[config.mk]
export PLATFORM = sky130hd
export DESIGN_NAME = bv_check_monitor
export DESIGN_NICKNAME = d
export VERILOG_FILES = /design/src/rtl/bv_check_monitor.sv
export SDC_FILE = /design/constraint.sdc
export NUM_CORES = 1
export LEC_CHECK = 0
export BUFFER_PORTS_ARGS = -buffer_cell sky130_fd_sc_hd__buf_2
export CAP_MARGIN = 10
export CELL_PAD_IN_SITES_DETAIL_PLACEMENT = 1
export CELL_PAD_IN_SITES_GLOBAL_PLACEMENT = 2
export CORE_MARGIN = 4
export CORE_UTILIZATION = 31
export CTS_CLUSTER_DIAMETER = 30
export DETAILED_ROUTE_END_ITERATION = 12
export GPL_TIMING_DRIVEN = 0
export PLACE_DENSITY_LB_ADDON = 0.1
export SKIP_CTS_REPAIR_TIMING = 1
export SYNTH_ARGS = -nofsm -noshare
export SYNTH_HDL_FRONTEND = slang
export SYNTH_SLANG_ARGS = --single-unit
export TNS_END_PERCENT = 30
[constraint.sdc]
create_clock -name clk -period 2.2 [get_ports clk]
set_clock_uncertainty 0.15 [all_clocks]
set_input_delay 0.22 -clock clk [delete_from_list [all_inputs] [get_ports clk]]
set_output_delay 0.22 -clock clk [all_outputs]
set_load 0.05 [all_outputs]
[src/rtl/bv_check_monitor.sv]
// Passive population-count rule checker over CHANNELS lanes of WIDTH bits.
// Registers per-lane violations, sticky status, saturating counters and first-failure capture.
module bv_check_monitor #(
    parameter int WIDTH    = 4,
    parameter int CHANNELS = 2,
    parameter int MODE     = 1,
    parameter int LIMIT    = 2,
    parameter int HOLDOFF  = 1,
    parameter int CNT_W    = 8,
    localparam int CH_W    = (CHANNELS > 1) ? $clog2(CHANNELS) : 1
) (
    input  logic                         clk,
    input  logic                         rstn,
    input  logic                         en,
    input  logic                         clr,
    input  logic [CHANNELS*WIDTH-1:0]    data,
    output logic [CHANNELS-1:0]          fail,
    output logic [CHANNELS-1:0]          sticky,
    output logic [CNT_W-1:0]             err_cnt,
    output logic [CNT_W-1:0]             cyc_cnt,
    output logic                         first_valid,
    output logic [CH_W-1:0]              first_ch,
    output logic [CNT_W-1:0]             first_cyc
);

    localparam int OW = $clog2(WIDTH + 1);
    localparam int NW = $clog2(CHANNELS + 1);
    localparam int SW = ((CNT_W > NW) ? CNT_W : NW) + 1;
    localparam int HW = (HOLDOFF > 0) ? $clog2(HOLDOFF + 1) : 1;
    localparam logic [CNT_W-1:0] CNT_MAX = '1;

    if (WIDTH < 1 || CHANNELS < 1) begin : g_bad_size
        $error("bv_check_monitor: WIDTH and CHANNELS must be at least 1");
    end
    if (MODE < 0 || MODE > 3) begin : g_bad_mode
        $error("bv_check_monitor: MODE must be 0..3");
    end
    if (LIMIT < 0 || LIMIT > WIDTH) begin : g_bad_limit
        $error("bv_check_monitor: LIMIT must be 0..WIDTH");
    end

    typedef enum logic [1:0] {
        HOLD,
        ARM,
        TRIP
    } state_t;

    state_t              state, state_nxt;
    logic [HW-1:0]       hold_cnt;
    logic [CHANNELS-1:0] viol;
    logic [NW-1:0]       nfail;
    logic [CH_W-1:0]     low_ch;
    logic [SW-1:0]       err_sum;
    logic [CNT_W-1:0]    err_nxt;
    logic                checked;
    logic                do_clr;
    logic                capture;

    function automatic logic [OW-1:0] popcount(input logic [WIDTH-1:0] v);
        logic [OW-1:0] n;
        n = '0;
        for (int b = 0; b < WIDTH; b++) begin
            n = n + OW'(v[b]);
        end
        return n;
    endfunction

    function automatic logic rule_violated(input logic [OW-1:0] ones);
        case (MODE)
            0:       return ones != '0;
            1:       return ones > OW'(1);
            2:       return ones != OW'(1);
            default: return ones > OW'(LIMIT);
        endcase
    endfunction

    // NOTE: every signal driven here gets a default first so no path leaves it unassigned (no latch).
    always_comb begin
        viol   = '0;
        nfail  = '0;
        low_ch = '0;
        for (int c = 0; c < CHANNELS; c++) begin
            viol[c] = rule_violated(popcount(data[c*WIDTH +: WIDTH]));
            nfail   = nfail + NW'(viol[c]);
        end
        // Scan downwards so the lowest failing lane is the last one written.
        for (int c = CHANNELS - 1; c >= 0; c--) begin
            if (viol[c]) begin
                low_ch = CH_W'(c);
            end
        end
    end

    assign checked = en && (state != HOLD);
    assign do_clr  = checked && clr;
    assign capture = checked && !clr && (state == ARM) && (|viol);
    assign err_sum = SW'(err_cnt) + SW'(nfail);
    assign err_nxt = (err_sum > SW'(CNT_MAX)) ? CNT_MAX : err_sum[CNT_W-1:0];

    always_comb begin
        state_nxt = state;
        case (state)
            HOLD: if (en && hold_cnt == HW'(1)) state_nxt = ARM;
            ARM: begin
                if (do_clr) begin
                    state_nxt = ARM;
                end else if (capture) begin
                    state_nxt = TRIP;
                end
            end
            TRIP: if (do_clr) state_nxt = ARM;
            default: state_nxt = HOLD;
        endcase
    end

    // NOTE: sequential state uses non-blocking assignments so every register samples pre-edge values.
    always_ff @(posedge clk or negedge rstn) begin
        if (!rstn) begin
            state    <= (HOLDOFF == 0) ? ARM : HOLD;
            hold_cnt <= HW'(HOLDOFF);
        end else begin
            state <= state_nxt;
            if (state == HOLD && en) begin
                hold_cnt <= hold_cnt - HW'(1);
            end
        end
    end

    // NOTE: every status register has an async reset value; there is no memory array to leave unreset.
    always_ff @(posedge clk or negedge rstn) begin
        if (!rstn) begin
            fail        <= '0;
            sticky      <= '0;
            err_cnt     <= '0;
            cyc_cnt     <= '0;
            first_valid <= 1'b0;
            first_ch    <= '0;
            first_cyc   <= '0;
        end else begin
            fail <= checked ? viol : '0;
            if (do_clr) begin
                sticky      <= '0;
                err_cnt     <= '0;
                cyc_cnt     <= '0;
                first_valid <= 1'b0;
                first_ch    <= '0;
                first_cyc   <= '0;
            end else if (checked) begin
                sticky  <= sticky | viol;
                err_cnt <= err_nxt;
                if (cyc_cnt != CNT_MAX) begin
                    cyc_cnt <= cyc_cnt + CNT_W'(1);
                end
                if (capture) begin
                    first_valid <= 1'b1;
                    first_ch    <= low_ch;
                    first_cyc   <= cyc_cnt;
                end
            end
        end
    end

endmodule

Word level (Yosys, flattened, before mapping)
Cells that the tools add are included.
{"block": "classes", "n_addsub": 10, "order_cmp": 3, "eq_ne": 6, "mux": 25, "bitwise_logic": 1, "reduce_logical": 17}
{"operator": "8-bit 2-to-1 mux", "n": 9}
{"operator": "2-bit 2-to-1 mux", "n": 7}
{"operator": "8-bit by 2-bit adder with 9-bit output", "n": 1}
{"operator": "9-bit by 8-bit > comparator with 1-bit output (second input constant)", "n": 1}
{"operator": "8-bit by 1-bit adder with 8-bit output (second input constant)", "n": 1}
{"operator": "1-bit 2-to-1 mux", "n": 8}
{"operator": "8-bit != test (second input constant)", "n": 1}
{"operator": "2-bit nonzero test", "n": 4}
{"operator": "1-bit logical AND", "n": 7}
{"operator": "1-bit by 1-bit adder with 2-bit output", "n": 3}
{"operator": "2-bit by 1-bit adder with 3-bit output", "n": 2}
{"operator": "3-bit by 1-bit adder with 3-bit output", "n": 2}
{"operator": "3-bit by 1-bit > comparator with 1-bit output (second input constant)", "n": 2}
{"operator": "2-bit one-hot mux with 3 select lines", "n": 1}
{"operator": "2-bit != test (second input constant)", "n": 2}
{"operator": "2-bit AND reduction", "n": 2}
{"operator": "3-bit != test (second input constant)", "n": 1}
{"operator": "3-bit AND reduction", "n": 1}
{"operator": "2-bit by 1-bit equality test with 1-bit output (second input constant)", "n": 1}
{"operator": "2-bit equality test (second input constant)", "n": 1}
{"operator": "2-bit zero test", "n": 1}
{"operator": "2-bit OR", "n": 1}
{"operator": "2-bit OR reduction", "n": 1}
{"operator": "1-bit zero test", "n": 1}
{"operator": "1-bit subtractor (second input constant)", "n": 1}
{"block": "word_totals", "reg_bits": 33, "inputBits": 12, "out_inout_bits": 30, "elab_cells": 71}

Depth between registers and ports, before layout
{"block": "logic_depth", "ltp_word": 10, "ltp_mapped": 13, "mapped_depth_nobuf": 13}

Least setup slack after synthesis
No wires, ideal clock.
{"block": "synth_path", "path_type": "input to register", "start": "in data[0]", "end": "reg err_cnt[5]", "setup_time_ns": 0.086, "arrival_time_ns": 2.345, "required_time_ns": 1.964, "setup_slack_ns": -0.381, "path_stages": 13, "path_buffers": 0, "path_cell_list": "inv_1 -> fa_1 -> nand2b_1 -> nand2_1 -> xor2_1 -> ha_1 -> inv_1 -> nand2_1 -> ha_1 -> nand4_1 -> nor2_1 -> and4b_1 -> nor3_1"}
{"block": "synth_via", "elab_chain_len": 10}
{"item": "start, declared", "line_no": "16", "source": "input logic [CHANNELS*WIDTH-1:0] data,"}
{"item": "1-bit by 1-bit adder with 2-bit output *", "line_no": "63", "source": "n = n + OW'(v[b]);"}
{"item": "2-bit by 1-bit adder with 3-bit output *", "line_no": "63"}
{"item": "3-bit by 1-bit adder with 3-bit output *", "line_no": "63"}
{"item": "3-bit by 1-bit > comparator with 1-bit output *", "line_no": "71", "source": "1: return ones > OW'(1);"}
{"item": "1-bit by 1-bit adder with 2-bit output *", "line_no": "84", "source": "nfail = nfail + NW'(viol[c]);"}
{"item": "8-bit by 2-bit adder with 9-bit output *", "line_no": "97", "source": "assign err_sum = SW'(err_cnt) + SW'(nfail);"}
{"item": "9-bit by 8-bit > comparator with 1-bit output", "line_no": "98", "source": "assign err_nxt = (err_sum > SW'(CNT_MAX)) ? CNT_MAX : err_sum[CNT_W-1:0];"}
{"item": "8-bit 2-to-1 mux *", "line_no": "98"}
{"item": "8-bit 2-to-1 mux *", "line_no": "148", "source": "end else if (checked) begin"}
{"item": "8-bit 2-to-1 mux *", "line_no": "141", "source": "if (do_clr) begin"}
{"item": "end signal, assigned", "line_no": "150", "source": "err_cnt <= err_nxt;"}
{"item": "end, declared", "line_no": "19", "source": "output logic [CNT_W-1:0] err_cnt,"}
Every way passes the cells marked *; elsewhere a longest branch is shown, timed or not. The select of a mux whose other input is x is not followed.
A chain may end at the register's enable or synchronous reset.

Worst setup path after layout
{"block": "layout_path", "start": "in data[0]", "end": "reg err_cnt[7]"}
Same word-level chain as after synthesis.

==> impl_metrics.env <==
export IMPL_final_cells=294
export IMPL_cts_buffer_depth=2
export IMPL_floorplan_die_area_mm2=0.00654
export IMPL_root_buffer="clkbuf_8"
export IMPL_hp_class="primary input to register"
export IMPL_setup_slack_ps=-178
export IMPL_placedCellCount=279
export IMPL_cp_max_fo=6
export IMPL_crit_start="data[0]"
export IMPL_yosysWarnings=0
export IMPL_synth_area_top_cells="dfrtp_1 (49%), a22o_1 (4.8%), a21oi_1 (4.6%)"
export IMPL_drc_errors=0
export IMPL_antenna_cells=0
export IMPL_endpoint="err_cnt[7]$_DFFE_PN0P_"
export IMPL_fmax_mhz=421
export IMPL_ys_seq_area_share_pct=50.3
export IMPL_min_path_cells=3
export IMPL_fin_nets=241
export IMPL_cts_htree_levels=2
export IMPL_rsz0062_at_grt="true"
export IMPL_io_buffers=40
export IMPL_yosys_area_top_type="dfrtp_1"
export IMPL_synth_seq_cells=33
export IMPL_avgSynthCellArea_um2=9.74
export IMPL_row_count=26
export IMPL_worst_pin_slew_ps=728
export IMPL_routed_wl_um=4520
export IMPL_relSlewSlack_pct=51.5
export IMPL_clk_latency_ps=280
export IMPL_critPathLaunchType="primary input"
export IMPL_gp_congestion=0.791
export IMPL_dp_hpwl_um=3300
export IMPL_layout_min_cycle_time_ps=2380
export IMPL_violations="negative setup slack"
export IMPL_path_clk_slew_ps=70
export IMPL_dr_pass1_iters=4
export IMPL_area_growth_pct=31.2
export IMPL_drv_slew=0
export IMPL_grt_pass1_vias=1486
export IMPL_cap_violations=0
export IMPL_ios=42
export IMPL_syn_inst=169
export IMPL_synth_area_mm2=0.00165
export IMPL_critical_path_reg2reg_endpoint="err_cnt[7]$_DFFE_PN0P_"
export IMPL_synth_top_area_share_pct=48.7
export IMPL_core_area_mm2=0.00514
export IMPL_start_util_pct=32.0
export IMPL_die_x_um=80.9
export IMPL_r2r_cells=6
export IMPL_end_kind="register"
export IMPL_grt_max_degree=34
export IMPL_hold_violations=0
export IMPL_syn_nets=186
export IMPL_r2r_start="err_cnt[0]$_DFFE_PN0P_"
export IMPL_overflow=0
export IMPL_ys_types=43
export IMPL_status="finished, violations left"
export IMPL_post_route_period_util_pct=108
export IMPL_drtIter0Drc=51
export IMPL_vias=1483
export IMPL_async_flop_share_pct=100
export IMPL_setup_violations=7
export IMPL_synth_ff_type="dfrtp_1"
export IMPL_dp_slack_ps=-608
export IMPL_worstPathArrival_ps=2390
export IMPL_cts_tree="built"
export IMPL_cp_required_ps=2210
export IMPL_die_height_um=80.9
export IMPL_clock_sinks=33
export IMPL_grt_pass1_wl_um=7330
export IMPL_critPathKind="primary input to register"
export IMPL_p_leak_nw=1.05
export IMPL_power_density_mw_per_mm2=1120
export IMPL_layout_drive_gt1_share_pct=33.0
export IMPL_cts_made_buffers=5
export IMPL_rrSetupSlack_ps=140
export IMPL_viasPerCell=5.04
export IMPL_antenna_found_initial=0
export IMPL_wire_per_inst_um=15.4
export IMPL_synth_enable_flop_cells=0
export IMPL_ant_nets=0
export IMPL_track_usage_pct=14.7
export IMPL_max_vdd_ir_drop_mv=0.609
export IMPL_finalSetupTns_ps=-689
## worst min path at each step
stage	start	endpoint
after detailed placement	rstn	first_ch$_DFFE_PN0P_
after CTS	rstn	fail[0]$_DFF_PN0_
after global placement	rstn	state[0]$_DFFE_PN0P_
final	en	hold_cnt$_DFFE_PN1P_
after floorplan	rstn	cyc_cnt[0]$_DFFE_PN0P_
after global routing	en	hold_cnt$_DFFE_PN1P_
## cell families (layout without fill, tap and decap cells)
kind of cell             Yosys count  after routing  share of synthesized area, %
AND/OR/NAND/NOR                   58             58                          17.1
AO/OA/AOI/OAI                     54             54                          22.2
flip-flops                        33             33                          50.3
buffers and inverters             16             71                          4.03
adder cells (fa/ha/maj)            5              5                          4.72
XOR/XNOR                           2              2                          1.06
multiplexers                       1              1                         0.608
## power breakdown
part,switching (mW),internal [mW],total [mW]
registers,0.123,0.751,0.874
clock network,0.208,0.248,0.456
logic,0.782,0.308,1.09
total,1.11,1.31,2.42
## registers in the layout, summed over array words and instances, names as in the netlist
| name | count |
|---|---|
| sticky | 2 |
| fail | 2 |
| err_cnt | 8 |
| first_ch | 1 |
| first_valid | 1 |
| first_cyc | 8 |
| state | 2 |
| cyc_cnt | 8 |
| hold_cnt | 1 |
## layer usage
| layer | routed length [um] | vias up | GRT usage (%) |
|---|---|---|---|
| li1 | - | 723 | - |
| met1 | 2050 | 728 | 18.1 |
| met2 | 2270 | 28 | 25.0 |
| met3 | 163 | 4 | 4.10 |
| met4 | 41 | 0 | 4.56 |
| met5 | 0 | - | 0 |
## stage by stage
| stage | util (%) | cell area, um^2 | hold WS [ps] | power (mW) |
|---|---|---|---|---|
| global route | 42.0 | 2160 | 69.6 | 2.58 |
| detailed placement | 38.1 | 1960 | 194 | 1.94 |
| finish | 42.0 | 2160 | 64.2 | 2.42 |
| global placement | 38.1 | 1960 | 179 | 1.91 |
| CTS | 39.8 | 2040 | -110 | 2.41 |
| floorplan | - | 1670 | -226 | 1.65 |
## layout make-up
type | count | area [um^2]
inverters | 8 | 37.5
fillers | 615 | 2980
repair buffers | 48 | 275
multi-input cells | 120 | 808
clock buffers | 7 | 86.3
flip-flops and latches | 33 | 827
plain buffers | 8 | 36.3
well taps | 70 | 87.6
## placed cells by master, fill, tap and decap left out, types with 2 or more instances in the layout
master	netlist	routed
a21oi_1	15	13
a21oi_2	0	2
a22o_1	9	9
a31oi_1	5	5
a41oi_1	2	2
and4_1	2	2
buf_2	1	39
buf_4	1	8
buf_6	0	2
clkbuf_1	5	6
clkbuf_8	0	6
dfrtp_1	32	32
fa_1	2	2
inv_1	8	4
inv_2	0	3
nand2_1	20	18
nand3_1	4	4
nand4_1	2	2
nor2_1	16	15
nor3_1	4	4
o21ai_0	7	6
o21ai_2	1	2
o31ai_1	6	5
## critical path, cell delays in order
cell and delay [ps]:
buf_6 70, inv_2 30, fa_1 520, nand2b_4 150, nand2_4 60, xor2_1 150, ha_2 200, o21ai_0 80
a31oi_1 430, nand2_1 110, o311a_1 360
## Yosys cell counts, types with 2 or more instances
master	instances
a21oi_1	15
a22o_1	9
a31oi_1	5
a41oi_1	2
and4_1	2
clkbuf_1	5
dfrtp_1	32
fa_1	2
ha_1	3
inv_1	8
nand2_1	20
nand2b_1	2
nand3_1	4
nand4_1	2
nor2_1	16
nor3_1	4
o21ai_0	7
o31ai_1	6
(Power assumes the default switching activity.)
